$ cat config.mk
export PLATFORM = sky130hd
export DESIGN_NAME = msj_pid_scheduler
export DESIGN_NICKNAME = d
export VERILOG_FILES = /design/src/rtl/msj_pid_pkg.sv /design/src/rtl/msj_rate_divider.sv /design/src/rtl/msj_pid_scheduler.sv
export SDC_FILE = /design/constraint.sdc
export NUM_CORES = 1
export LEC_CHECK = 0
export BUFFER_PORTS_ARGS = -buffer_cell sky130_fd_sc_hd__clkbuf_2
export CAP_MARGIN = 5
export CORE_MARGIN = 5
export CORE_UTILIZATION = 45
export DETAILED_ROUTE_END_ITERATION = 8
export GPL_TIMING_DRIVEN = 1
export PLACE_DENSITY = 0.67
export SLEW_MARGIN = 10
export SYNTH_ARGS = -nofsm -noshare
export SYNTH_HDL_FRONTEND = slang
export SYNTH_SLANG_ARGS = --single-unit
$ cat constraint.sdc
create_clock -name clock -period 5.2 [get_ports clock]
set_input_delay 0 -clock clock [delete_from_list [all_inputs] [get_ports clock]]
set_output_delay 0 -clock clock [all_outputs]
set_load 0.005 [all_outputs]
$ cat src/rtl/msj_pid_pkg.sv
// Shared types and constants for the msj PID scheduling datapath.
// Contents:
//   DUTY_W            width of a PID duty word
//   CM_*              control-mode encodings used by the PID config registers
//   sched_state_t     scheduler FSM state encoding
package msj_pid_pkg;

    localparam int unsigned DUTY_W = 32;

    localparam logic [1:0] CM_POSITION = 2'b00;
    localparam logic [1:0] CM_VELOCITY = 2'b01;
    localparam logic [1:0] CM_DIRECT   = 2'b10;

    typedef enum logic [2:0] {
        IDLE    = 3'd0,
        SELECT  = 3'd1,
        STROBE  = 3'd2,
        WAIT    = 3'd3,
        CAPTURE = 3'd4,
        DONE    = 3'd5
    } sched_state_t;

endpackage

$ cat src/rtl/msj_rate_divider.sv
// Period counter producing a one-cycle tick every `period` clocks.
// Ports:
//   clock, reset  system clock, asynchronous active-high reset
//   period        clocks per tick; 0 stops the counter (held at 0)
//   tick_c        combinational tick, high while cnt >= period-1
module msj_rate_divider (
    input  logic        clock,
    input  logic        reset,
    input  logic [31:0] period,
    output logic        tick_c
);

    logic [31:0] cnt;
    logic [31:0] cnt_next;

    // Compare against the live period so a shorter period takes effect at once.
    always_comb begin
        tick_c   = (period != 32'd0) && (cnt >= (period - 32'd1));
        cnt_next = cnt + 32'd1;
        if ((period == 32'd0) || tick_c) begin
            cnt_next = '0;
        end
    end

    always_ff @(posedge clock or posedge reset) begin
        if (reset) begin
            cnt <= '0;
        end else begin
            cnt <= cnt_next;
        end
    end

endmodule

$ cat src/rtl/msj_pid_scheduler.sv
// Time-multiplexes one shared PID controller across NUM_MOTORS motors.
// Each accepted control tick walks the enabled motors in ascending index order:
// select the motor, strobe the PID, wait for its latency, capture its duty.
// Optional feature macro: MSJ_PID_SCHED_ZERO_ON_DISABLE_EN -- when defined,
// disabled motors have their duty cleared at every accepted tick.
// Ports:
//   clock, reset        system clock, asynchronous active-high reset
//   period              clocks per control tick, 0 = stopped
//   enable_mask         per-motor service enable
//   pid_duty            duty returned by the shared PID controller
//   clear_overrun       synchronous clear of overrun_count
//   motor_sel           motor currently steered onto the PID datapath
//   update_controller   one-cycle PID strobe
//   duty_flat           per-motor duty registers, motor i at [32*i +: 32]
//   busy                sweep in progress
//   cycle_done          one-cycle pulse at sweep completion
//   overrun_count       saturating count of ticks dropped while busy
module msj_pid_scheduler
    import msj_pid_pkg::*;
#(
    parameter int unsigned NUM_MOTORS  = 4,
    parameter int unsigned IDX_W       = 2,
    parameter int unsigned PID_LATENCY = 2,
    parameter int unsigned SETTLE      = 1
) (
    input  logic                         clock,
    input  logic                         reset,
    input  logic [31:0]                  period,
    input  logic [NUM_MOTORS-1:0]        enable_mask,
    input  logic signed [31:0]           pid_duty,
    input  logic                         clear_overrun,
    output logic [IDX_W-1:0]             motor_sel,
    output logic                         update_controller,
    output logic [NUM_MOTORS*DUTY_W-1:0] duty_flat,
    output logic                         busy,
    output logic                         cycle_done,
    output logic [15:0]                  overrun_count
);

    localparam logic [2:0] ST_IDLE    = IDLE;
    localparam logic [2:0] ST_SELECT  = SELECT;
    localparam logic [2:0] ST_STROBE  = STROBE;
    localparam logic [2:0] ST_WAIT    = WAIT;
    localparam logic [2:0] ST_CAPTURE = CAPTURE;
    localparam logic [2:0] ST_DONE    = DONE;

    localparam int unsigned WCNT_W = $clog2(SETTLE + PID_LATENCY + 1);

    logic              tick;
    logic [2:0]        state;
    logic [2:0]        state_next;
    logic [IDX_W-1:0]  sel_next;
    logic [WCNT_W-1:0] wcnt;
    logic [WCNT_W-1:0] wcnt_next;
    logic [15:0]       overrun_next;
    logic              capture;
    logic              accept;
    logic [IDX_W:0]    first_hit;
    logic [IDX_W:0]    next_hit;

    msj_rate_divider u_rate_divider (
        .clock  (clock),
        .reset  (reset),
        .period (period),
        .tick_c (tick)
    );

    // Lowest enabled index >= start; MSB of the result flags a hit.
    function automatic logic [IDX_W:0] find_enabled(input logic [NUM_MOTORS-1:0] mask,
                                                    input int start);
        logic [IDX_W:0] res;
        res = '0;
        for (int i = int'(NUM_MOTORS) - 1; i >= 0; i--) begin
            if (mask[i] && (i >= start)) begin
                res = {1'b1, IDX_W'(i)};
            end
        end
        return res;
    endfunction

    // Next-state and datapath-next logic.
    always_comb begin
        state_next   = state;
        sel_next     = motor_sel;
        wcnt_next    = wcnt;
        capture      = 1'b0;
        accept       = 1'b0;
        overrun_next = overrun_count;
        first_hit    = find_enabled(enable_mask, 0);
        next_hit     = find_enabled(enable_mask, int'(motor_sel) + 1);

        case (state)
            ST_IDLE: begin
                if (tick) begin
                    accept    = 1'b1;
                    wcnt_next = '0;
                    if (first_hit[IDX_W]) begin
                        sel_next   = first_hit[IDX_W-1:0];
                        state_next = ST_SELECT;
                    end else begin
                        state_next = ST_DONE;
                    end
                end
            end
            ST_SELECT: begin
                if (wcnt == WCNT_W'(SETTLE - 1)) begin
                    wcnt_next  = '0;
                    state_next = ST_STROBE;
                end else begin
                    wcnt_next = wcnt + WCNT_W'(1);
                end
            end
            ST_STROBE: begin
                wcnt_next  = '0;
                state_next = (PID_LATENCY > 1) ? ST_WAIT : ST_CAPTURE;
            end
            ST_WAIT: begin
                if (wcnt == WCNT_W'(PID_LATENCY - 2)) begin
                    wcnt_next  = '0;
                    state_next = ST_CAPTURE;
                end else begin
                    wcnt_next = wcnt + WCNT_W'(1);
                end
            end
            ST_CAPTURE: begin
                capture = 1'b1;
                if (next_hit[IDX_W]) begin
                    sel_next   = next_hit[IDX_W-1:0];
                    state_next = ST_SELECT;
                end else begin
                    state_next = ST_DONE;
                end
            end
            ST_DONE: begin
                state_next = ST_IDLE;
            end
            default: begin
                state_next = ST_IDLE;
            end
        endcase

        // A tick outside IDLE (including DONE) is dropped and counted.
        if (clear_overrun) begin
            overrun_next = '0;
        end else if (tick && (state != ST_IDLE) && (overrun_count != 16'hFFFF)) begin
            overrun_next = overrun_count + 16'd1;
        end
    end

    // State, control outputs and counters.
    always_ff @(posedge clock or posedge reset) begin
        if (reset) begin
            state             <= ST_IDLE;
            motor_sel         <= '0;
            wcnt              <= '0;
            update_controller <= 1'b0;
            busy              <= 1'b0;
            cycle_done        <= 1'b0;
            overrun_count     <= '0;
        end else begin
            state             <= state_next;
            motor_sel         <= sel_next;
            wcnt              <= wcnt_next;
            update_controller <= (state_next == ST_STROBE);
            busy              <= (state_next != ST_IDLE);
            cycle_done        <= (state_next == ST_DONE);
            overrun_count     <= overrun_next;
        end
    end

    // Per-motor duty registers.
    always_ff @(posedge clock or posedge reset) begin
        if (reset) begin
            duty_flat <= '0;
        end else begin
`ifdef MSJ_PID_SCHED_ZERO_ON_DISABLE_EN
            if (accept) begin
                for (int i = 0; i < int'(NUM_MOTORS); i++) begin
                    if (!enable_mask[i]) begin
                        duty_flat[DUTY_W*i +: DUTY_W] <= '0;
                    end
                end
            end
`else
            // Disabled motors simply keep their last captured duty.
            if (accept && 1'b0) begin
                duty_flat <= '0;
            end
`endif
            if (capture) begin
                duty_flat[DUTY_W*int'(motor_sel) +: DUTY_W] <= pid_duty;
            end
        end
    end

endmodule
==> results of run 1 <==
==> repair_timing <==
action	4_1_cts	5_1_grt
hold buffers	35	0
endpoints found under the hold margin	280	0
buffers inserted	0	0
==> sequential cells by signal, indices dropped and copies added, names as in the netlist <==
name and count:
duty_flat 128, cycle_done 1, motor_sel 2, busy 1
state 3, wcnt 2, update_controller 1, overrun_count 16
u_rate_divider.cnt 32
==> per-layer routing <==
| layer | global-route usage | vias up |
|---|---|---|
| met5 | 0 | - |
| met4 | 0.05257 | 0 |
| met3 | 0.05902 | 27 |
| met2 | 0.3681 | 178 |
| met1 | 0.2816 | 3820 |
| li1 | - | 3999 |
==> synth_stat cells (3+ instances only) <==
cell        n
o21a_1      3
dfrtp_1   186
a21o_1      3
nand2_1   292
clkbuf_1   47
xnor2_1    28
a211oi_1    4
a21oi_1    26
nand3_1    31
o21ai_0   134
nand4_1    12
inv_1      14
nor4_1      6
nor2_1     66
nor3b_1     3
and4_1      6
nor2b_1     6
or4_1      15
or3_1       5
nor3_1     14
ha_1       44
o31ai_1    15
and2_1      8
and3_1     11
xor2_1     31
==> cell type report <==
cell class,instances,area [um^2]
Clock buffer,18,429.2
Clock inverter,14,160.2
Fill cell,1853,8732
Inverter,14,60.06
Multi-Input combinational cell,793,4414
Sequential cell,186,4654
Tap cell,270,337.8
Timing Repair Buffer,261,1511
==> power breakdown <==
group / total, uW / internal, uW / switching, uW
Sequential: 2190 / 1900 / 283
Clock: 1300 / 682 / 615
Combinational: 1720 / 672 / 1050
Total: 5210 / 3260 / 1950
==> worst paths after layout <==
check / startpoint / endpoint
worst max-delay path: period[5] / overrun_count[4]
worst min-delay path: enable_mask[1] / state[2]
worst max register to register: u_rate_divider.cnt[0] / overrun_count[4]
worst min register to register: duty_flat[34] / duty_flat[34]
max in group asynchronous: reset / duty_flat[36]
min in group asynchronous: reset / u_rate_divider.cnt[10]
==> through the flow <==
| step | area, um^2 | worst slack (ns) | hold slack (ns) |
|---|---|---|---|
| after floorplan | 9311 | 0.1429 | 0.1360 |
| after global placement | 10630 | 0.5784 | 0.2662 |
| after detailed placement | 10630 | 0.4529 | 0.2689 |
| after CTS | 11570 | 0.8835 | 0.03050 |
| after global routing | 11570 | 0.5160 | 0.04547 |
| final | 11570 | 0.8421 | 0.04795 |
==> logic make-up after synthesis <==
| group | share of synthesized area |
|---|---|
| AND/OR/NAND/NOR | 0.2321 |
| XOR/XNOR | 0.05550 |
| buffers and inverters | 0.02822 |
| flip-flops | 0.4999 |
| AO/OA/AOI/OAI | 0.1230 |
| multiplexers | 0.002284 |
| adder cells (fa/ha/maj) | 0.05912 |
==> worst reg2reg max path: stages (launching register included) <==
cell and delay, ns:
dfrtp_1 0.49, inv_1 0.08, ha_1 0.28, nor2b_1 0.04, o21ai_0 0.19, a211oi_1 0.14, o41ai_1 0.84, a21oi_4 0.40
or4_1 0.62, a21oi_1 0.17
==> summary.txt, run 1 <==
Routing
  • Routed length on met3: about 1500 um
  • Routed wire length: ~26000 um
  • Post-route DRC: 0
  • Via-to-Cell Ratio: 5.157
  • WL met2: between 10000 and 15000 um
  • Metal-1 WL: roughly 11000 um
  • 1st-iter DRT viols: ~350
  • Antenna viol nets, final: 0
  • Avg WL per Cell: roughly 17 um
  • Via count: around 8k
  • DR pass1 iterations: 4
  • Top routing layer in use: met4

Worst setup path
  • CP max stage delay: ~0.6 ns
  • Startpoint Class: input pin
  • Critical path buffers and inverters: 1
  • R2R depth: 9
  • CP endpoint kind: flip-flop
  • Crit-path max FO: 34
  • Critical path class: in2reg
  • Slowest stage cell, crit path: or4_1
  • Most Frequent Cell on Critical Path: or4_1
  • WP depth: 16
  • Critical Path RT: between 5 and 6 ns
  • CP Cell Sequence: clkbuf_2 > or4_1 > nor2_1 > nand4_1 > or2_2 > nor3b_1 > nand2_1 > xor2_1 > ha_1 > nand4_1 > or4_1 > o22ai_1 > o21a_1 > a21oi_4 > or4_1 > a21oi_1
  • Internal reg-to-reg setup slack: 1.88 ns
  • Arrival time at the worst endpoint: between 4 and 5 ns
  • Worst path top cell family by delay: simple AND/OR/NAND/NOR gates

Finish
  • Antenna cells: 0
  • Layout cells sized above 1: 0.2146
  • Commonest non-fill, non-tap cell in the layout: nand2_1
  • Nets: around 1.4k
  • Commonest cells after routing, fill and taps aside: 288 x nand2_1, 219 x clkbuf_2, 186 x dfrtp_1, 134 x o21ai_0, 66 x nor2_1
  • Final Core Density: 0.5698
  • Area growth syn-to-layout: 24.23%
  • Layout Cells excl Fill: approximately 1.6k

Run status
  • Outcome: finished, final reports clean

Timing
  • Fmax: between 200 and 250 MHz
  • Period minus WS final: 4.358 ns
  • Final TNS setup: 0 ns
  • Final Hold Vio Count: 0
  • Setup Viol. Count Final: 0
  • Fin Clk Skew: 0.01092 ns
  • RSZ-0062 raised after global routing: false
  • Final worst-path cycle share: 0.8381
  • Slew of the pin with the lowest slew margin: roughly 1.1 ns
  • Relative max-transition margin: 0.2442
  • Pins Over Slew Limit: 0

Power
  • VDD IR max: between 200 and 250 uV
  • Design Power: roughly 5200 uW
  • Power per cell area: approximately 450 nW/um^2
  • Leak pwr: approximately 0.0055 uW

Global route
  • Vias in the first global route: 7964
  • First-pass GRT wire length: around 42000 um
  • All-layer global routing usage: 0.2183
  • Initial antenna violation count: 0
  • Global route total overflow: 0
  • Pin count of the biggest net entering global routing: 140

Floorplanning
  • Std cell rows: 52
  • Core ar.: just over 20000 um^2
  • Effective utilization at floorplan: 0.4587
  • Die width: 153.8 um
  • Die Height: approximately 150 um
  • DIE AREA: 23670 um^2
  • IO Pins: between 200 and 250

Place
  • HPWL Detailed: 18150 um
  • IO buf count: between 200 and 250
  • Final GP Congestion: just under 0.9
  • Placed insts: about 1.5k

Synthesis
  • Synthesized flop and latch total: ~190
  • Ys flop type: dfrtp_1
  • Yosys top cell by area: dfrtp_1
  • Yosys warns: 0
  • Post-synth EDFFs: 0
  • Avg Inst Size Synth: 8.919 um^2
  • Synth Instances: around 1.0k
  • Synth cell types: 51
  • Leading post-synthesis cells by cell area: dfrtp_1 50%, nand2_1 12%, o21ai_0 7.2%
  • Post-synthesis sequential area ratio: 0.4999
  • Syn nets: around 1.2k
  • Post-synth ARST share: 1.000
  • Synthesized cell area: 9311 um^2
  • Top-area cell type share of the netlist area: 0.4999

Clock network
  • Root Driver: clkbuf_16
  • Num CTS Buffers: 17
  • Clk sinks: about 190
  • Clk Latency, worst-skew pair: 0.43 ns
  • Post_cts resized: 0
  • Clock Tree Buf Depth: 2
  • H-tree depth: 4
  • Clock slew at reported path FFs: approximately 0.070 ns
  • TritonCTS clock tree: done

Hold path
  • Worst hold stages: 3
  • Hold Crit Class: in2reg

Run
  • Maxcap violations: 0
No activity file was read; power rests on OpenSTA's default activity.
==> run 2, diff against run 1 <==
--- a/config.mk
+++ b/config.mk
@@ -11,7 +11,7 @@
 export CORE_UTILIZATION = 45
 export DETAILED_ROUTE_END_ITERATION = 8
 export GPL_TIMING_DRIVEN = 1
-export PLACE_DENSITY = 0.67
+export PLACE_DENSITY = 0.65
 export SLEW_MARGIN = 10
 export SYNTH_ARGS = -nofsm -noshare
 export SYNTH_HDL_FRONTEND = slang
==> constraint.sdc (replaced) <==
create_clock -name clock -period 4.31 [get_ports clock]
set_input_delay 0 -clock clock [delete_from_list [all_inputs] [get_ports clock]]
set_output_delay 0 -clock clock [all_outputs]
set_load 0.005 [all_outputs]
==> run 2 against run 1 <==
Effect of this change: die area is the same; setup slack lost 0.57 ns; highest routed layer unchanged; flip-flop and latch count is the same; power grew 20%; register-to-register slack lost 0.76 ns; critical path depth shrank 1; combinational power grew 20%; global-route usage shrank 0.17 points; cell count grew 1.1%; clock skew grew 0.0037 ns.
==> summary.txt, run 2 (synthesis results as in run 1) <==
Clock network
  • H-tree depth: 4 (unchanged)
  • Root Driver: clkbuf_16 (unchanged)
  • TritonCTS clock tree: done (unchanged)
  • Clk Latency, worst-skew pair: 0.43 ns (about the same)
  • Num CTS Buffers: 17 (unchanged)
  • Clock slew at reported path FFs: 0.07 ns (about the same)
  • Clk sinks: 186 (unchanged)
  • Post-CTS setup repair buffer count: 0 (unchanged)
  • Clock Tree Buf Depth: 2 (unchanged)

Global route
  • Grt met1 use: 0.2834 (was 0.2816)
  • Global route total overflow: 0 (unchanged)
  • Pin count of the biggest net entering global routing: 187 (was 140)
  • First-pass GRT wire length: 42220 um (was 42450 um)
  • Initial antenna violation count: 0 (unchanged)
  • Gr busiest metal: met2 (unchanged)
  • GR Util met3: 0.06015 (was 0.05902)
  • All-layer global routing usage: 0.2166 (was 0.2183)
  • Vias in the first global route: 8101 (was 7964)
  • Met2 usage: 0.3560 (was 0.3681)

Place
  • Final GP Congestion: 0.8611 (was 0.8811)
  • Placed insts: 1507 (was 1489)
  • IO buf count: 219 (unchanged)
  • HPWL Detailed: 17940 um (was 18150 um)

Timing
  • Fin Clk Skew: 0.01464 ns (was 0.01092 ns)
  • Fmax: between 200 and 250 MHz
  • Pins Over Slew Limit: 0 (unchanged)
  • Final Hold Vio Count: 0 (unchanged)
  • Setup Viol. Count Final: 0 (unchanged)
  • Slew of the pin with the lowest slew margin: 1.137 ns (was 1.130 ns)
  • Relative max-transition margin: 0.2394 (was 0.2442)
  • Period minus WS final: slightly above 4 ns
  • RSZ-0062 raised after global routing: false (unchanged)
  • Final TNS setup: 0 ns (unchanged)
  • Final worst-path cycle share: 0.9373

Finish
  • Fillers: 1863 (was 1853)
  • Commonest non-fill, non-tap cell in the layout: nand2_1 (unchanged)
  • Most flop-heavy register: duty_flat (unchanged)
  • Nets: 1405 (was 1388)
  • Area growth syn-to-layout: 25.60% (was 24.23%)
  • Commonest cells after routing, fill and taps aside: 288 x nand2_1, 219 x clkbuf_2, 186 x dfrtp_1, 134 x o21ai_0, 66 x nor2_1 (unchanged)
  • Antenna cells: 0 (unchanged)
  • Max reg flops: 128 (unchanged)
  • Layout Cells excl Fill: 1573 (was 1556)
  • Largest regs: duty_flat (128), u_rate_divider.cnt (32), overrun_count (16) (unchanged)
  • Layout cells sized above 1: 0.2264 (was 0.2146)

Worst setup path
  • CP endpoint kind: flip-flop (unchanged)
  • Reg2reg end: overrun_count[10] (was overrun_count[4])
  • Slowest stage cell, crit path: or4_1 (unchanged)
  • Crit-path max FO: 30 (was 34)
  • Worst reg2reg startpoint: u_rate_divider.cnt[0] (unchanged)
  • CP Cell Sequence: clkbuf_2 > or4_4 > or4_4 > or2_2 > nor3b_1 > nand2_1 > xor2_1 > ha_1 > nand4_1 > or4_1 > o22ai_1 > o21a_1 > a21oi_4 > or4_1 > a21oi_1 (was clkbuf_2 > or4_1 > nor2_1 > nand4_1 > or2_2 > nor3b_1 > nand2_1 > xor2_1 > ha_1 > nand4_1 > or4_1 > o22ai_1 > o21a_1 > a21oi_4 > or4_1 > a21oi_1)
  • Critical path class: in2reg (unchanged)
  • Startpoint Class: input pin (unchanged)
  • R2R depth: 9 (unchanged)
  • Critical Path RT: 4.65 ns (was 5.55 ns)
  • WP depth: 15 (was 16)
  • Crit path from: period[16] (was period[5])
  • CP max stage delay: 0.59 ns (was 0.60 ns)
  • Arrival time at the worst endpoint: 4.38 ns (was 4.70 ns)
  • Worst path top cell family by delay: simple AND/OR/NAND/NOR gates (unchanged)
  • Critical path buffers and inverters: 1 (unchanged)
  • Internal reg-to-reg setup slack: 1.12 ns (was 1.88 ns)
  • CP endpoint: overrun_count[10] (was overrun_count[4])

Hold path
  • Hold Crit Class: in2reg (unchanged)
  • Hold Crit Start: enable_mask[0] (was enable_mask[1])

Routing
  • Antenna viol nets, final: 0 (unchanged)
  • 1st-iter DRT viols: 377 (was 352)
  • Post-route DRC: 0 (unchanged)
  • Routed wire length: 25660 um (was 26100 um)
  • Avg WL per Cell: 16.31 um (was 16.78 um)
  • Via count: 8113 (was 8024)
  • DR pass1 iterations: 5 (was 4)
  • Via-to-Cell Ratio: 5.158 (was 5.157)

Run
  • Maxcap violations: 0 (unchanged)

Power
  • VDD IR max: 297.1 uV (was 248.4 uV)
  • Leak pwr: 0.005605 uW (was 0.005515 uW)
  • Power per cell area: 535.9 nW/um^2 (was 450.4 nW/um^2)

Floorplanning
  • Core ar.: 20300 um^2 (unchanged)
  • Effective utilization at floorplan: 0.4587 (unchanged)
  • IO Pins: 220 (unchanged)
  • Die width: 153.8 um (unchanged)
  • Std cell rows: 52 (unchanged)
  • DIE AREA: 23670 um^2 (unchanged)
  • Die Height: 153.8 um (unchanged)

Run status
  • Outcome: finished, final reports clean (unchanged)
run 2: what timing repair did:
action,in CTS,in global routing
hold buffers,34,0
hold endpoints to repair,328,0
endpoints found under the setup margin,0,0
resized for setup,0,0
run 2: worst min-delay path by stage:
stage / end / depth (start not counted)
CTS: motor_sel[0] / 4
global placement: duty_flat[113] / 3
global route: state[2] / 3
floorplan: duty_flat[0] / 2
detailed placement: duty_flat[113] / 3
finish: motor_sel[0] / 4
run 2: per-stage QoR:
step	worst slack (ns)	utilization	area, um^2	hold WS, ns	power, uW
6_report	0.2704	0.5761	11700	0.004404	6268
5_1_grt	0.03617	0.5761	11700	0.04569	6743
2_1_floorplan	0.1393	-	9315	0.1360	3667
3_3_place_gp	-0.02434	0.5300	10760	0.2620	4673
4_1_cts	0.3101	0.5761	11700	0.003439	6352
3_5_place_dp	-0.1303	0.5300	10760	0.2732	4742
run 2: where the power goes:
group / switching, uW / internal [uW] / leakage [uW]
logic: 1250 / 815 / 0.00307
clock network: 783 / 784 / 0.000291
registers: 335 / 2300 / 0.00224
run 2: metal layers:
layer	wire, um	vias to the layer above
met5	0	-
met4	486	0
met3	1504	30
met2	12230	182
met1	11440	3856
li1	-	4045
run 2: layout make-up:
cell class,instances,area [um^2],area share
clock inverters,15,170.2,0.01455
inverters,14,56.30,0.004814
clock buffers,17,425.4,0.03638
repair buffers,278,1637,0.1399
flip-flops and latches,186,4654,0.3980
well taps,270,337.8,0.02889
multi-input cells,793,4414,0.3774
run 2: worst reg2reg max path: stages, from the launching register on:
cell and delay (ns):
dfrtp_1 0.50, inv_1 0.07, ha_1 0.28, nor2b_1 0.04, o21ai_0 0.13, a211oi_1 0.12
o41ai_1 0.81, a21oi_4 0.38, or4_1 0.61, a21oi_1 0.17
==> run 3, diff against run 2 <==
--- a/config.mk
+++ b/config.mk
@@ -5,13 +5,14 @@
 export SDC_FILE = /design/constraint.sdc
 export NUM_CORES = 1
 export LEC_CHECK = 0
+export ABC_AREA = 1
 export BUFFER_PORTS_ARGS = -buffer_cell sky130_fd_sc_hd__clkbuf_2
 export CAP_MARGIN = 5
 export CORE_MARGIN = 5
 export CORE_UTILIZATION = 45
 export DETAILED_ROUTE_END_ITERATION = 8
 export GPL_TIMING_DRIVEN = 1
-export PLACE_DENSITY = 0.65
+export PLACE_DENSITY = 0.64
 export SLEW_MARGIN = 10
 export SYNTH_ARGS = -nofsm -noshare
 export SYNTH_HDL_FRONTEND = slang
==> run 3 against run 2 <==
Effect of this change: non-clock buffer count fell by 17; clock-buffer cell count did not move; cell count rose by 13%; global-route usage rose by 0.54 points; setup slack improved by 0.95 ns; largest cell class is now multi-input combinational cells.
==> summary.txt, run 3 <==
Floorplanning
  • IO Pins: 220 (unchanged)
  • Core ar.: 21960 um^2 (was 20300 um^2)
  • DIE AREA: 25600 um^2 (was 23670 um^2)
  • Die width: 160.0 um (was 153.8 um)
  • Die Height: 160.0 um (was 153.8 um)
  • Std cell rows: 54 (was 52)
  • Effective utilization at floorplan: 0.4612 (was 0.4587)

Global route
  • Pin count of the biggest net entering global routing: 187 (unchanged)
  • First-pass GRT wire length: 46530 um (was 42220 um)
  • Initial antenna violation count: 1 (was 0)
  • All-layer global routing usage: 0.2220 (was 0.2166)
  • Vias in the first global route: 9018 (was 8101)
  • Global route total overflow: 0 (unchanged)

Power
  • Leak pwr: 0.006110 uW (was 0.005605 uW)
  • Power per cell area: 575.6 nW/um^2 (was 535.9 nW/um^2)
  • VDD IR max: 366.0 uV (was 297.1 uV)

Clock network
  • Clock slew at reported path FFs: 0.09 ns (was 0.07 ns)
  • Clk sinks: 186 (unchanged)
  • Clk Latency, worst-skew pair: 0.45 ns (was 0.43 ns)
  • Clock Tree Buf Depth: 2 (unchanged)
  • Post-CTS setup repair buffer count: 0 (unchanged)
  • Num CTS Buffers: 17 (unchanged)
  • H-tree depth: 4 (unchanged)
  • Hold Buf Count CTS: 36 (was 34)
  • Root Driver: clkbuf_16 (unchanged)
  • TritonCTS clock tree: done (unchanged)
  • Post_cts resized: 0 (unchanged)

Finish
  • Most flop-heavy register: duty_flat (unchanged)
  • Layout cells sized above 1: 0.1997 (was 0.2264)
  • Area growth syn-to-layout: 22.73% (was 25.60%)
  • Largest regs: duty_flat (128), u_rate_divider.cnt (32), overrun_count (16) (unchanged)
  • Commonest cells after routing, fill and taps aside: 365 x nand2_1, 219 x clkbuf_2, 186 x dfrtp_1, 121 x nor2_1, 107 x o21ai_0 (was 288 x nand2_1, 219 x clkbuf_2, 186 x dfrtp_1, 134 x o21ai_0, 66 x nor2_1)
  • Nets: 1604 (was 1405)
  • Commonest non-fill, non-tap cell in the layout: nand2_1 (unchanged)
  • Max reg flops: 128 (unchanged)
  • Final instance area: 12430 um^2 (was 11700 um^2)

Routing
  • DR pass1 iterations: 5 (unchanged)
  • Routed wire length: 28200 um (was 25660 um)
  • Antenna viol nets, final: 0 (unchanged)
  • Post-route DRC: 0 (unchanged)
  • Via-to-Cell Ratio: 5.114 (was 5.158)
  • 1st-iter DRT viols: 544 (was 377)
  • Avg WL per Cell: 15.82 um (was 16.31 um)
  • Via count: 9118 (was 8113)

Synthesis
  • Post-synth EDFFs: 0 (unchanged)
  • Yosys warns: 0 (unchanged)
  • Top cells by count, synth: 368 x nand2_1, 186 x dfrtp_1, 121 x nor2_1 (was 292 x nand2_1, 186 x dfrtp_1, 134 x o21ai_0)
  • Most common cell in the netlist: nand2_1 (unchanged)
  • Ys flop type: dfrtp_1 (unchanged)
  • Synth Instances: 1257 (was 1044)
  • Leading post-synthesis cells by cell area: dfrtp_1 46%, nand2_1 14%, ha_1 5.4% (was dfrtp_1 50%, nand2_1 12%, o21ai_0 7.2%)
  • Yosys top cell by area: dfrtp_1 (unchanged)
  • Avg Inst Size Synth: 8.057 um^2 (was 8.919 um^2)
  • Synthesized cell area: 10130 um^2 (was 9311 um^2)
  • Post-synth ARST share: 1.000 (unchanged)
  • Synth cell types: 43 (was 51)
  • Post-synthesis sequential area ratio: 0.4596 (was 0.4999)
  • Top-area cell type share of the netlist area: 0.4596 (was 0.4999)
  • Synthesized flop and latch total: 186 (unchanged)
  • Syn nets: 1372 (was 1159)

Worst setup path
  • Startpoint Class: flip-flop (was input pin)
  • CP endpoint kind: flip-flop (unchanged)
  • Most Frequent Cell on Critical Path: inv_1
  • Critical path class: reg2reg (was in2reg)
  • CP Cell Sequence: inv_1 > ha_1 > buf_4 > inv_1 > buf_4 > nor2_2 > inv_1 > nor2_4 > nand2_1 > o21ai_0 (was clkbuf_2 > or4_4 > or4_4 > or2_2 > nor3b_1 > nand2_1 > xor2_1 > ha_1 > nand4_1 > or4_1 > o22ai_1 > o21a_1 > a21oi_4 > or4_1 > a21oi_1)
  • CP max stage delay: 0.64 ns (was 0.59 ns)
  • Critical Path RT: 4.65 ns (about the same)
  • Arrival time at the worst endpoint: 3.43 ns (was 4.38 ns)
  • Slowest stage cell, crit path: nor2_4 (was or4_1)
  • Crit-path max FO: 25 (was 30)

Place
  • IO buf count: 219 (unchanged)
  • Final GP Congestion: 0.9056 (was 0.8611)
  • HPWL Detailed: 20000 um (was 17940 um)
  • Area post-placement: 11410 um^2 (was 10760 um^2)

Timing
  • Fin Clk Skew: 0.01885 ns (was 0.01464 ns)
  • Pins Over Slew Limit: 0 (unchanged)
  • Slew of the pin with the lowest slew margin: 1.206 ns (was 1.137 ns)
  • Final worst-path cycle share: 0.7166 (was 0.9373)
  • Period minus WS final: 3.089 ns (was 4.040 ns)
  • Relative max-transition margin: 0.1934 (was 0.2394)
  • Fmax: 323.8 MHz (was 247.5 MHz)
  • Hold WS: 0.02033 ns (was 0.004404 ns)
  • RSZ-0062 raised after global routing: false (unchanged)
  • Setup Viol. Count Final: 0 (unchanged)
  • Final Hold Vio Count: 0 (unchanged)
  • Final TNS setup: 0 ns (unchanged)

Run status
  • Outcome: finished, final reports clean (unchanged)

Hold path
  • Hold Crit Class: in2reg (unchanged)

Run
  • Maxcap violations: 0 (unchanged)
[run 3: cell count changes after synthesis, sizes merged, moves of 13 or more]
cell / previous run / this run
nand3: 31 / 98
or4: 17 / 0
nor3: 14 / 30
nor2: 66 / 136
o21ai: 136 / 108
nand2: 292 / 372
inv: 14 / 89
clkbuf: 47 / 34
[run 3: per-stage QoR]
stage	total power (uW)	utilization	instances	worst slack, ns
after global routing	7719	0.5660	1783	0.9312
after detailed placement	5488	0.5197	1714	1.158
final	7155	0.5660	1783	1.221
after global placement	5417	0.5197	1714	1.199
after floorplan	4258	-	1257	1.861
after CTS	7228	0.5659	1782	1.177
[run 3: area by class of cell]
cell class,count,area [um^2]
sequential,186,4654
fill,2074,9529
clock inverter,15,230.2
timing repair buffer,261,1514
multi-input combinational,933,4911
inverter,90,341.6
antenna,1,2.502
clock buffer,17,425.4
tap,280,350.3
[run 3: final timing paths]
path / from / endpoint / slack [ns] / cells past startpoint
worst min-delay path: enable_mask[3] / motor_sel[1] / 0.02 / 5
worst max-delay path: motor_sel[1] / duty_flat[69] / 1.22 / 10
worst min register to register: duty_flat[17] / duty_flat[17] / 0.49 / 2
worst max register to register: motor_sel[1] / duty_flat[69] / 1.22 / 10
max in group asynchronous: reset / u_rate_divider.cnt[5] / 3.15 / 4
min in group asynchronous: reset / duty_flat[98] / 0.33 / 4
[run 3: cell families (layout without fill, tap and decap cells)]
| family | after synthesis | after routing | synth area share |
|---|---|---|---|
| adder cells (fa/ha/maj) | 44 | 44 | 0.05436 |
| AO/OA/AOI/OAI | 163 | 163 | 0.08932 |
| flip-flops | 186 | 186 | 0.4596 |
| AND/OR/NAND/NOR | 669 | 669 | 0.2906 |
| XOR/XNOR | 57 | 57 | 0.04930 |
| other | 0 | 1 | 0 |
| buffers and inverters | 138 | 383 | 0.05683 |
[run 3: worst max-delay path, delay by kind of cell, from the launching register on]
kind            cells  cell delay, ns
compound gates      1            0.22
buf+inv             5            1.04
fa+ha+maj           1            0.29
simple gates        3            0.99
flops               1            0.44
[run 3: layer usage]
| layer | GRT usage | up-vias | wire [um] |
|---|---|---|---|
| met5 | 0 | - | 0 |
| met4 | 0.09112 | 0 | 1078 |
| met3 | 0.06057 | 59 | 1855 |
| met2 | 0.3491 | 266 | 12810 |
| met1 | 0.2915 | 4227 | 12460 |
| li1 | - | 4566 | - |
[run 3: power by group]
group	leakage, uW	switching (uW)	internal (uW)
clock	0.000316	826	867
sequential	0.00211	443	2370
combinational	0.00368	1650	997
